## config.mk

```make
export PLATFORM = sky130hd
export DESIGN_NAME = ssl_frame_ctrl_flat
export DESIGN_NICKNAME = d
export VERILOG_FILES = /design/src/rtl/ssl_frame_ctrl_if.sv /design/src/rtl/ssl_frame_ctrl.sv /design/src/flat_wrapper.sv
export SDC_FILE = /design/constraint.sdc
export NUM_CORES = 1
export LEC_CHECK = 0
export ABC_AREA = 1
export BUFFER_PORTS_ARGS = -buffer_cell sky130_fd_sc_hd__buf_2
export CORE_MARGIN = 4
export CORE_UTILIZATION = 50
export CTS_CLUSTER_SIZE = 12
export DETAILED_ROUTE_END_ITERATION = 10
export PLACE_DENSITY = 0.78
export SYNTH_ARGS = -nofsm -noshare
export SYNTH_HDL_FRONTEND = slang
export SYNTH_SLANG_ARGS = --single-unit
```

## constraint.sdc

```tcl
create_clock -name clk -period 1.9 [get_ports clk]
set_clock_uncertainty 0.15 [all_clocks]
set_input_delay 0.19 -clock clk [delete_from_list [all_inputs] [get_ports clk]]
set_output_delay 0.19 -clock clk [all_outputs]
set_load 0.02 [all_outputs]
```

## src/rtl/ssl_frame_ctrl_if.sv

```systemverilog
// Bundles the frame sequencer's control, datapath-enable and result handshake signals.
// master = frame controller side, slave = host/consumer side.
interface ssl_frame_ctrl_if #(
    parameter int NDATA_LOG = 7
);
    logic                 start;
    logic                 cont;
    logic [NDATA_LOG-1:0] dIdA;
    logic [NDATA_LOG-1:0] dIdB;
    logic [NDATA_LOG-1:0] dIdC;
    logic                 ena;
    logic                 clr;
    logic                 busy;
    logic                 res_valid;
    logic                 res_ready;
    logic [NDATA_LOG-1:0] resA;
    logic [NDATA_LOG-1:0] resB;
    logic [NDATA_LOG-1:0] resC;
    logic [7:0]           frame_cnt;
    logic                 ovr;

    modport master (
        input  start, cont, dIdA, dIdB, dIdC, res_ready,
        output ena, clr, busy, res_valid, resA, resB, resC, frame_cnt, ovr
    );

    modport slave (
        output start, cont, dIdA, dIdB, dIdC, res_ready,
        input  ena, clr, busy, res_valid, resA, resB, resC, frame_cnt, ovr
    );
endinterface

```

## src/rtl/ssl_frame_ctrl.sv

```systemverilog
// Frame sequencer: CLEAR -> CAPTURE(NDATA) -> PROCESS(PROC_CYC) -> LATCH, single-shot or continuous.
// Latency: res_valid rises NDATA+PROC_CYC+3 cycles after the start edge; all outputs registered.
// Backpressure: a result arriving while the previous one is unaccepted is dropped and sets sticky ovr.
// Optional SSL_AVG_EN: publish the floor-average of every 2^AVG_LOG frames instead of each frame.
module ssl_frame_ctrl #(
    parameter int NDATA     = 128,
    parameter int NDATA_LOG = $clog2(NDATA),
    parameter int PROC_CYC  = 128
`ifdef SSL_AVG_EN
    ,
    parameter int AVG_LOG   = 2
`endif
) (
    input  logic               clk,
    input  logic               rst,
    ssl_frame_ctrl_if.master   bus
);
    localparam int CNT_MAX = (NDATA > PROC_CYC) ? NDATA : PROC_CYC;
    localparam int CW      = $clog2(CNT_MAX);
    localparam logic [CW-1:0] CAP_LAST = CW'(NDATA - 1);
    localparam logic [CW-1:0] PRC_LAST = CW'(PROC_CYC - 1);

    typedef enum logic [2:0] {
        S_IDLE,
        S_CLEAR,
        S_CAPTURE,
        S_PROCESS,
        S_LATCH
    } state_t;

    state_t               state_q;
    logic [CW-1:0]        cnt_q;
    logic                 ena_q, clr_q, busy_q, vld_q, ovr_q;
    logic [NDATA_LOG-1:0] res_a_q, res_b_q, res_c_q;
    logic [7:0]           fcnt_q;

    logic                 pub_d;
    logic [NDATA_LOG-1:0] res_a_d, res_b_d, res_c_d;

`ifdef SSL_AVG_EN
    localparam int AW = NDATA_LOG + AVG_LOG;
    logic [AW-1:0]      acc_a_q, acc_b_q, acc_c_q;
    logic [AW-1:0]      sum_a_d, sum_b_d, sum_c_d;
    logic [AVG_LOG-1:0] grp_q;

    // grp_q all-ones marks the last frame of the averaging group
    always_comb begin
        sum_a_d = acc_a_q + AW'(bus.dIdA);
        sum_b_d = acc_b_q + AW'(bus.dIdB);
        sum_c_d = acc_c_q + AW'(bus.dIdC);
        pub_d   = &grp_q;
        res_a_d = sum_a_d[AW-1:AVG_LOG];
        res_b_d = sum_b_d[AW-1:AVG_LOG];
        res_c_d = sum_c_d[AW-1:AVG_LOG];
    end

    always_ff @(posedge clk) begin
        if (!rst) begin
            acc_a_q <= '0;
            acc_b_q <= '0;
            acc_c_q <= '0;
            grp_q   <= '0;
        end else if (state_q == S_IDLE && bus.start) begin
            acc_a_q <= '0;
            acc_b_q <= '0;
            acc_c_q <= '0;
            grp_q   <= '0;
        end else if (state_q == S_LATCH) begin
            acc_a_q <= pub_d ? '0 : sum_a_d;
            acc_b_q <= pub_d ? '0 : sum_b_d;
            acc_c_q <= pub_d ? '0 : sum_c_d;
            grp_q   <= grp_q + 1'b1;
        end
    end
`else
    always_comb begin
        pub_d   = 1'b1;
        res_a_d = bus.dIdA;
        res_b_d = bus.dIdB;
        res_c_d = bus.dIdC;
    end
`endif

    always_ff @(posedge clk) begin
        if (!rst) begin
            state_q <= S_IDLE;
            cnt_q   <= '0;
            ena_q   <= 1'b0;
            clr_q   <= 1'b0;
            busy_q  <= 1'b0;
            vld_q   <= 1'b0;
            ovr_q   <= 1'b0;
            res_a_q <= '0;
            res_b_q <= '0;
            res_c_q <= '0;
            fcnt_q  <= '0;
        end else begin
            clr_q <= 1'b0;
            // a publish in LATCH below overrides this drop
            if (vld_q && bus.res_ready) vld_q <= 1'b0;
            case (state_q)
                S_IDLE: begin
                    if (bus.start) begin
                        state_q <= S_CLEAR;
                        clr_q   <= 1'b1;
                        busy_q  <= 1'b1;
                        ovr_q   <= 1'b0;
                    end
                end
                S_CLEAR: begin
                    state_q <= S_CAPTURE;
                    ena_q   <= 1'b1;
                    cnt_q   <= '0;
                end
                S_CAPTURE: begin
                    if (cnt_q == CAP_LAST) begin
                        state_q <= S_PROCESS;
                        cnt_q   <= '0;
                    end else begin
                        cnt_q <= cnt_q + 1'b1;
                    end
                end
                S_PROCESS: begin
                    if (cnt_q == PRC_LAST) begin
                        state_q <= S_LATCH;
                        ena_q   <= 1'b0;
                    end else begin
                        cnt_q <= cnt_q + 1'b1;
                    end
                end
                S_LATCH: begin
                    fcnt_q <= fcnt_q + 8'd1;
                    if (pub_d) begin
                        if (!vld_q || bus.res_ready) begin
                            res_a_q <= res_a_d;
                            res_b_q <= res_b_d;
                            res_c_q <= res_c_d;
                            vld_q   <= 1'b1;
                        end else begin
                            ovr_q <= 1'b1;
                        end
                    end
                    if (bus.cont) begin
                        state_q <= S_CLEAR;
                        clr_q   <= 1'b1;
                    end else begin
                        state_q <= S_IDLE;
                        busy_q  <= 1'b0;
                    end
                end
                default: state_q <= S_IDLE;
            endcase
        end
    end

    assign bus.ena       = ena_q;
    assign bus.clr       = clr_q;
    assign bus.busy      = busy_q;
    assign bus.res_valid = vld_q;
    assign bus.resA      = res_a_q;
    assign bus.resB      = res_b_q;
    assign bus.resC      = res_c_q;
    assign bus.frame_cnt = fcnt_q;
    assign bus.ovr       = ovr_q;
endmodule

```

## src/flat_wrapper.sv

```systemverilog
// flat-port wrapper written by rule: the top's interface ports become plain ports
module ssl_frame_ctrl_flat 
#(
    parameter int NDATA     = 128,
    parameter int NDATA_LOG = $clog2(NDATA),
    parameter int PROC_CYC  = 128

)
  (clk, rst, bus_start, bus_cont, bus_dIdA, bus_dIdB, bus_dIdC, bus_res_ready, bus_ena, bus_clr, bus_busy, bus_res_valid, bus_resA, bus_resB, bus_resC, bus_frame_cnt, bus_ovr);
  ssl_frame_ctrl_if #(.NDATA_LOG(NDATA_LOG)) bus_i ();
  input  logic clk;
  input  logic rst;
  input wire logic [$bits(bus_i.start)-1:0] bus_start;
  input wire logic [$bits(bus_i.cont)-1:0] bus_cont;
  input wire logic [$bits(bus_i.dIdA)-1:0] bus_dIdA;
  input wire logic [$bits(bus_i.dIdB)-1:0] bus_dIdB;
  input wire logic [$bits(bus_i.dIdC)-1:0] bus_dIdC;
  input wire logic [$bits(bus_i.res_ready)-1:0] bus_res_ready;
  output wire logic [$bits(bus_i.ena)-1:0] bus_ena;
  output wire logic [$bits(bus_i.clr)-1:0] bus_clr;
  output wire logic [$bits(bus_i.busy)-1:0] bus_busy;
  output wire logic [$bits(bus_i.res_valid)-1:0] bus_res_valid;
  output wire logic [$bits(bus_i.resA)-1:0] bus_resA;
  output wire logic [$bits(bus_i.resB)-1:0] bus_resB;
  output wire logic [$bits(bus_i.resC)-1:0] bus_resC;
  output wire logic [$bits(bus_i.frame_cnt)-1:0] bus_frame_cnt;
  output wire logic [$bits(bus_i.ovr)-1:0] bus_ovr;
  assign bus_i.start = bus_start;
  assign bus_i.cont = bus_cont;
  assign bus_i.dIdA = bus_dIdA;
  assign bus_i.dIdB = bus_dIdB;
  assign bus_i.dIdC = bus_dIdC;
  assign bus_i.res_ready = bus_res_ready;
  assign bus_ena = bus_i.ena;
  assign bus_clr = bus_i.clr;
  assign bus_busy = bus_i.busy;
  assign bus_res_valid = bus_i.res_valid;
  assign bus_resA = bus_i.resA;
  assign bus_resB = bus_i.resB;
  assign bus_resC = bus_i.resC;
  assign bus_frame_cnt = bus_i.frame_cnt;
  assign bus_ovr = bus_i.ovr;
  ssl_frame_ctrl #(.NDATA(NDATA), .NDATA_LOG(NDATA_LOG), .PROC_CYC(PROC_CYC)) u_core (.clk(clk), .rst(rst), .bus(bus_i));
endmodule
```

==> results of run 1 <==
-- metal layers --
metal	share of wire, %	up-vias
li1	-	948
met1	46	798
met2	46	56
met3	6.4	6
met4	1.2	0
met5	0	-
-- worst min-delay path by stage --
| stage | endpoint |
|---|---|
| after floorplan | u_core.state_q[0]$_SDFFE_PN0P_ |
| after global placement | u_core.bus.busy$_SDFFE_PN0P_ |
| after detailed placement | u_core.bus.busy$_SDFFE_PN0P_ |
| after CTS | u_core.bus.resA[4]$_SDFFE_PN0P_ |
| after global routing | u_core.bus.resA[6]$_SDFFE_PN0P_ |
| final | u_core.bus.resB[1]$_SDFFE_PN0P_ |
-- cell type report --
class	count	area (um^2)
fillers	344	1350
flip-flops and latches	44	881
repair buffers	66	348
multi-input cells	176	865
clock inverters	2	12.5
well taps	48	60.1
inverters	21	81.3
clock buffers	5	68.8
-- cells by family (layout without fill, tap and decap cells) --
group                    Yosys count  after routing  share of synthesized area [%]
flip-flops                        44             44                           46.2
adder cells (fa/ha/maj)            2              2                           1.31
XOR/XNOR                           2              2                          0.919
buffers and inverters             32             94                           8.40
AND/OR/NAND/NOR                  126            126                           29.9
AO/OA/AOI/OAI                     46             46                           13.2
-- cell usage in the layout (no fill, tap or decap) --
| master | synthesis | routed |
|---|---|---|
| sky130_fd_sc_hd__clkbuf_8 | 0 | 5 |
| sky130_fd_sc_hd__a31oi_1 | 1 | 1 |
| sky130_fd_sc_hd__nand2_2 | 3 | 3 |
| sky130_fd_sc_hd__clkinvlp_4 | 0 | 1 |
| sky130_fd_sc_hd__nand2_1 | 62 | 62 |
| sky130_fd_sc_hd__o211a_1 | 1 | 1 |
| sky130_fd_sc_hd__nand4_1 | 4 | 4 |
| sky130_fd_sc_hd__nor2_1 | 18 | 18 |
| sky130_fd_sc_hd__nand3_2 | 1 | 1 |
| sky130_fd_sc_hd__ha_1 | 2 | 2 |
| sky130_fd_sc_hd__a21oi_2 | 2 | 2 |
| sky130_fd_sc_hd__o211ai_1 | 1 | 1 |
| sky130_fd_sc_hd__nor2_4 | 1 | 1 |
| sky130_fd_sc_hd__dfxtp_1 | 44 | 44 |
| sky130_fd_sc_hd__o21ai_1 | 1 | 1 |
| sky130_fd_sc_hd__nand3b_1 | 2 | 2 |
| sky130_fd_sc_hd__buf_2 | 0 | 59 |
| sky130_fd_sc_hd__xor2_1 | 2 | 2 |
| sky130_fd_sc_hd__o21a_1 | 1 | 1 |
| sky130_fd_sc_hd__o21bai_1 | 1 | 1 |
| sky130_fd_sc_hd__inv_1 | 20 | 20 |
| sky130_fd_sc_hd__o21ai_0 | 6 | 6 |
| sky130_fd_sc_hd__clkinv_2 | 0 | 1 |
| sky130_fd_sc_hd__a21oi_1 | 32 | 32 |
| sky130_fd_sc_hd__nor2_2 | 3 | 3 |
| sky130_fd_sc_hd__buf_4 | 2 | 7 |
| sky130_fd_sc_hd__nor3_4 | 1 | 1 |
| sky130_fd_sc_hd__nand3_1 | 31 | 31 |
| sky130_fd_sc_hd__inv_4 | 1 | 1 |
-- power groups by stage --
stage / registers [W] / logic (W) / clock network, W
floorplan: 0.000982 / 0.0000844 / 0
global placement: 0.000974 / 0.000149 / 0
detailed placement: 0.000975 / 0.000150 / 0
CTS: 0.000953 / 0.000150 / 0.000559
global route: 0.000956 / 0.000172 / 0.000599
finish: 0.000954 / 0.000151 / 0.000545
-- metrics by stage --
stage                     util, %  area, um^2
after floorplan                 -        1910
after global placement       61.0        2230
after detailed placement     61.0        2230
after CTS                    63.3        2320
after global routing         63.3        2320
final                        63.3        2320
-- critical path, cell delays in order, from the launching register on --
cell,delay [ns]
sky130_fd_sc_hd__dfxtp_1,0.37
sky130_fd_sc_hd__ha_1,0.23
sky130_fd_sc_hd__nand2_2,0.08
sky130_fd_sc_hd__nor2_2,0.13
sky130_fd_sc_hd__nand2_1,0.11
sky130_fd_sc_hd__nand2_1,0.14
sky130_fd_sc_hd__nand3_1,0.12
sky130_fd_sc_hd__nand2_1,0.10
sky130_fd_sc_hd__nor2_1,0.05
-- flip-flops by register name, summed over array words and instances, names as in the netlist --
name	flops
u_core.bus.resC	7
u_core.bus.clr	1
u_core.bus.frame_cnt	8
u_core.bus.ena	1
u_core.bus.ovr	1
u_core.state_q	3
u_core.bus.res_valid	1
u_core.bus.resA	7
u_core.bus.resB	7
u_core.cnt_q	7
u_core.bus.busy	1
==> metrics.log, run 1 <==
[metrics] status: finished, final reports clean
[metrics] global-route met2 utilization: 30.0%
[metrics] hold-fix buffers at CTS: 0
[metrics] Area growth, synth to finish: 21.5%
[metrics] summed negative setup slack over all endpoints: 0 ns
[metrics] gate count of the mapped netlist: 252
[metrics] clock tree root buffer cell: sky130_fd_sc_hd__clkbuf_8
[metrics] number of synthesized flops with an enable pin: 0
[metrics] area share of the largest cell type after synthesis: 46.2%
[metrics] net total in the final layout: 342
[metrics] detailed-placement wirelength estimate: 3150 um
[metrics] CTS tree: built
[metrics] Non-Filler Instances: 362
[metrics] Static Leak: 1.07 nW
[metrics] actual slew at the worst max-slew pin: 0.442 ns
[metrics] routability cong.: 0.813
[metrics] startpoint of the most critical hold path: bus_dIdB[1]
[metrics] sum of overflow across all layers after global routing: 0
[metrics] number of I/O port buffers: 59
[metrics] crit path time final: 1.58 ns
[metrics] startpoint of the most critical register-to-register path: u_core.cnt_q[0]$_SDFFE_PN0P_
[metrics] hold slack: 0.0165 ns
[metrics] count of pins on the block boundary: 60
[metrics] cell depth of the worst hold path: 3
[metrics] largest driver fanout on the critical path: 3
[metrics] Core Footprint: 3660 um^2
[metrics] CTS Sinks: 44
[metrics] average cell area after synthesis: 7.56 um^2
[metrics] Clock Path Buffers: 2
[metrics] sw frac: 24.6%
[metrics] die width: 69.7 um
[metrics] combinational share of power: 9.1%
[metrics] clock-pin slew on the worst setup and hold paths: 0.08 ns
[metrics] busiest layer in global routing: met2
[metrics] Yosys cell types: 27
[metrics] final-report hold violation count: 0
[metrics] n_diodes: 0
[metrics] type of the worst setup path: reg -> reg
[metrics] 1st-pass router iterations: 4
[metrics] asr flop ratio synth: 0%
[metrics] worst-case reg-to-reg path depth: 8
[metrics] Power Internal: 0.00124 W
[metrics] dominant synthesized flop cell: sky130_fd_sc_hd__dfxtp_1
[metrics] vias in the first global route: 1,652
[metrics] Post-CTS Repair Setup Buffers: 0
[metrics] Vert. Die Dim: 69.7 um
[metrics] Resized cells post-CTS: 0
[metrics] met1 global-route usage: 21.6%
[metrics] worst setup margin: 0.320 ns
[metrics] overall global routing resource usage: 17.6%
[metrics] Post-Synthesis Cell Area: 1910 um^2
[metrics] placed cell count: 355
[metrics] worst setup path endpoint: u_core.cnt_q[3]$_SDFFE_PN0P_
[metrics] max-cap check violation count: 0
[metrics] capturing element type of the critical path: flop
[metrics] top cell types by occurrence after synthesis: sky130_fd_sc_hd__nand2_1, sky130_fd_sc_hd__dfxtp_1, sky130_fd_sc_hd__a21oi_1
[metrics] number of max-slew violations in the final report: 0
[metrics] CTS H-tree lvls: 2
[metrics] achievable frequency: 0.633 GHz
[metrics] Clock Power Share: 33.1%
[metrics] count of synthesis-stage warnings from yosys: 0
[metrics] clock insertion delay at the later pin of the skew report: 0.28 ns
[metrics] via total after detailed routing: 1,808
[metrics] flip-flop and latch count after synthesis: 44
[metrics] DRC violations left: 0
[metrics] most repeated cell in the gate-level netlist after synthesis: sky130_fd_sc_hd__nand2_1
[metrics] detail-routed via count per cell: 4.99
[metrics] worst setup path startpoint: u_core.cnt_q[0]$_SDFFE_PN0P_
[metrics] Worst IR Drop VDD: 0.000534 V
[metrics] power density relative to cell area: 712 nW/um^2
[metrics] maximum number of pins on one net before global-route repair: 24
[metrics] number of rows in the core area: 22
[metrics] area leader, netlist: sky130_fd_sc_hd__dfxtp_1
[metrics] sort of element at the start of the critical path: flop
[metrics] number of antenna violations at the first check in global routing: 0
[metrics] critical path required time: 1.93 ns
[metrics] wire length of the first global-routing pass: 7130 um
[metrics] final cycle utilization of the critical path: 83.1%
[metrics] Num CTS Buffers: 5
[metrics] met3 demand-to-capacity share in global routing: 4.35%
[metrics] worst endpoint data arrival time: 1.61 ns
[metrics] number of failing setup endpoints in the final timing report: 0
[metrics] top area cells in the synthesized netlist: sky130_fd_sc_hd__dfxtp_1, sky130_fd_sc_hd__nand2_1, sky130_fd_sc_hd__a21oi_1
[metrics] overall power: 0.00165 W
[metrics] fraction of power consumed by sequential logic: 57.8%
[metrics] synthesized netlist net count: 280
[metrics] net switching component of the power: 0.000406 W
[metrics] worst min-delay path category: in -> reg
[metrics] starting density of the core: 52.1%
[metrics] iteration-0 DRC count of the detailed router: 112
[metrics] share of synthesized area occupied by flip-flops and latches: 46.2%
[metrics] worst reg2reg endpoint: u_core.cnt_q[3]$_SDFFE_PN0P_
[metrics] share of final-layout standard cells stronger than drive strength 1: 27.1%
[metrics] residual antenna-violating net count after detailed routing: 0
[metrics] total die area: 4860 um^2
[metrics] setup repair after global routing missed its margin: no
[metrics] setup slack of the most critical reg-to-reg path: 0.32 ns
[metrics] Setup Slack @ Placement: 0.354 ns
[metrics] detailed-route wire length: 4330 um
[metrics] remaining max-slew budget at the tightest pin: 70.4%
[metrics] WL per Instance: 12.0 um
Power figures use the tool's default switching activity.
==> run 2: changes to the inputs <==
==> constraint.sdc (replaced) <==
create_clock -name clk -period 1.51 [get_ports clk]
set_clock_uncertainty 0.15 [all_clocks]
set_input_delay 0.151 -clock clk [delete_from_list [all_inputs] [get_ports clk]]
set_output_delay 0.151 -clock clk [all_outputs]
set_load 0.02 [all_outputs]
==> run 2 against run 1 <==
  * Design area is 13% higher
  * Sequential share of layout area is 4.3 points lower
  * Non-clock buffer count is 26 higher
  * First-iteration DRC count is 18% lower
  * Setup slack worse by 0.24 ns
  * Register-to-register slack worse by 0.24 ns
  * Clock power is 28% higher
  * Largest power group unchanged
==> metrics.log, run 2 (synthesized netlist as in run 1, its figures left out) <==
[metrics] Clock Path Buffers: 2
[metrics] maximum number of pins on one net before global-route repair: 22
[metrics] max-cap check violation count: 0
[metrics] CTS H-tree lvls: 2
[metrics] detail-routed via count per cell: 5.13
[metrics] final std cell area, no fill: 2620 um^2
[metrics] Worst IR Drop VDD: 0.000661 V
[metrics] wire length on met1: 2090 um
[metrics] number of I/O port buffers: 59
[metrics] actual slew at the worst max-slew pin: 0.292 ns
[metrics] clock tree root buffer cell: sky130_fd_sc_hd__clkbuf_8
[metrics] worst min-delay path category: in -> reg
[metrics] number of rows in the core area: 22
[metrics] via total after detailed routing: 1,990
[metrics] top layer used by detailed routing: met4
[metrics] critical path required time: 1.55 ns
[metrics] Vert. Die Dim: 69.7 um
[metrics] overall global routing resource usage: 19.9%
[metrics] WL per Instance: 12.6 um
[metrics] iteration-0 DRC count of the detailed router: 92
[metrics] cell depth of the worst hold path: 3
[metrics] DR WL met2: 2410 um
[metrics] crit path time final: 1.43 ns
[metrics] detailed-route wire length: 4880 um
[metrics] achievable frequency: 0.697 GHz
[metrics] largest driver fanout on the critical path: 10
[metrics] Core Footprint: 3660 um^2
[metrics] clock-pin slew on the worst setup and hold paths: 0.08 ns
[metrics] number of max-slew violations in the final report: 0
[metrics] residual antenna-violating net count after detailed routing: 0
[metrics] n_diodes: 0
[metrics] setup repair after global routing missed its margin: yes
[metrics] 1st-pass router iterations: 4
[metrics] sort of element at the start of the critical path: flop
[metrics] DRC violations left: 0
[metrics] clock insertion delay at the later pin of the skew report: 0.29 ns
[metrics] die width: 69.7 um
[metrics] remaining max-slew budget at the tightest pin: 80.4%
[metrics] power density relative to cell area: 824 nW/um^2
[metrics] sum of overflow across all layers after global routing: 0
[metrics] capturing element type of the critical path: flop
[metrics] net total in the final layout: 368
[metrics] instance area after placement: 2280 um^2
[metrics] Num CTS Buffers: 5
[metrics] number of failing setup endpoints in the final timing report: 0
[metrics] status: finished, final reports clean
[metrics] CTS Sinks: 44
[metrics] max FFs per register: 8
[metrics] vias in the first global route: 1,786
[metrics] worst endpoint data arrival time: 1.47 ns
[metrics] final cycle utilization of the critical path: 95.0%
[metrics] final-report hold violation count: 0
[metrics] type of the worst setup path: reg -> reg
[metrics] Static Leak: 1.19 nW
[metrics] total die area: 4860 um^2
[metrics] Post-CTS Repair Setup Buffers: 0
[metrics] starting density of the core: 52.1%
[metrics] routability cong.: 0.793
[metrics] number of antenna violations at the first check in global routing: 0
[metrics] most frequent cells in the layout: sky130_fd_sc_hd__nand2_1, sky130_fd_sc_hd__buf_2, sky130_fd_sc_hd__dfxtp_1, sky130_fd_sc_hd__a21oi_1, sky130_fd_sc_hd__nand3_1
[metrics] share of final-layout standard cells stronger than drive strength 1: 28.5%
[metrics] met3 wire len: 254 um
[metrics] detailed-placement wirelength estimate: 3190 um
[metrics] CTS tree: built
[metrics] final core utilization: 71.4%
[metrics] Area growth, synth to finish: 37.2%
[metrics] count of pins on the block boundary: 60
[metrics] overall power: 0.00216 W
[metrics] wire length of the first global-routing pass: 7860 um
[metrics] worst-case reg-to-reg path depth: 7
run 2: changes by cell type in the layout (fill, tap and decap cells not counted), moves of 2 or more:
cell | previous run | this run
sky130_fd_sc_hd__buf_4 | 7 | 10
sky130_fd_sc_hd__dfxtp_1 | 44 | 42
sky130_fd_sc_hd__dfxtp_2 | 0 | 2
sky130_fd_sc_hd__dlygate4sd3_1 | 0 | 21
sky130_fd_sc_hd__nand2_1 | 62 | 59
sky130_fd_sc_hd__nand2_2 | 3 | 5
run 2: final timing paths:
kind / from / end / slack, ns
worst min-delay path: bus_cont / u_core.state_q[0]$_SDFFE_PN0P_ / 0.03
worst max register to register: u_core.state_q[1]$_SDFFE_PN0P_ / u_core.bus.frame_cnt[4]$_SDFFE_PN0N_ / 0.08
worst max-delay path: u_core.state_q[1]$_SDFFE_PN0P_ / u_core.bus.frame_cnt[4]$_SDFFE_PN0N_ / 0.08
worst min register to register: u_core.bus.resC[5]$_SDFFE_PN0P_ / u_core.bus.resC[5]$_SDFFE_PN0P_ / 0.31
run 2: where the power goes:
group | switching [W] | internal (W)
Combinational | 0.000141 | 0.000122
Sequential | 0.0000146 | 0.00118
Clock | 0.000382 | 0.000313
Total | 0.000537 | 0.00162
run 2: critical path, cell delays in order (launching register included):
cell and delay, ns:
sky130_fd_sc_hd__dfxtp_1 0.34, sky130_fd_sc_hd__nor2_2 0.18, sky130_fd_sc_hd__nand2_2 0.10, sky130_fd_sc_hd__buf_4 0.19, sky130_fd_sc_hd__nor3_4 0.17, sky130_fd_sc_hd__nand3_1 0.10
sky130_fd_sc_hd__nand2_1 0.07, sky130_fd_sc_hd__nor2_1 0.04
run 2: cell type report:
| cell class | instances | area (um^2) |
|---|---|---|
| fillers | 303 | 1050 |
| well taps | 48 | 60.1 |
| inverters | 21 | 81.3 |
| clock inverters | 2 | 12.5 |
| multi-input cells | 176 | 897 |
| clock buffers | 5 | 68.8 |
| flip-flops and latches | 44 | 883 |
| repair buffers | 92 | 612 |
run 2: layer usage:
layer  track usage (%)  vias to the layer above
met5                 0                        -
met4              7.66                        0
met3              5.07                       14
met2              33.5                       55
met1              24.3                      920
li1                  -                     1001
run 2: what timing repair did:
action / in CTS / in global routing
hold buffers: 21 / 0
hold endpoints to repair: 21 / 0
resized for setup: 0 / 11
setup endpoints to repair: 0 / 8
run 2: metrics by stage:
| stage | instances | hold WS, ns | setup TNS [ns] | worst slack (ns) |
|---|---|---|---|---|
| after floorplan | 252 | 0.142 | 0 | 0.107 |
| after global placement | 360 | 0.275 | 0 | 0.0219 |
| after detailed placement | 360 | 0.275 | 0 | 0.0233 |
| after CTS | 388 | 0.0235 | 0 | 0.0114 |
| after global routing | 388 | 0.0373 | -0.0370 | -0.0141 |
| final | 388 | 0.0255 | 0 | 0.0755 |
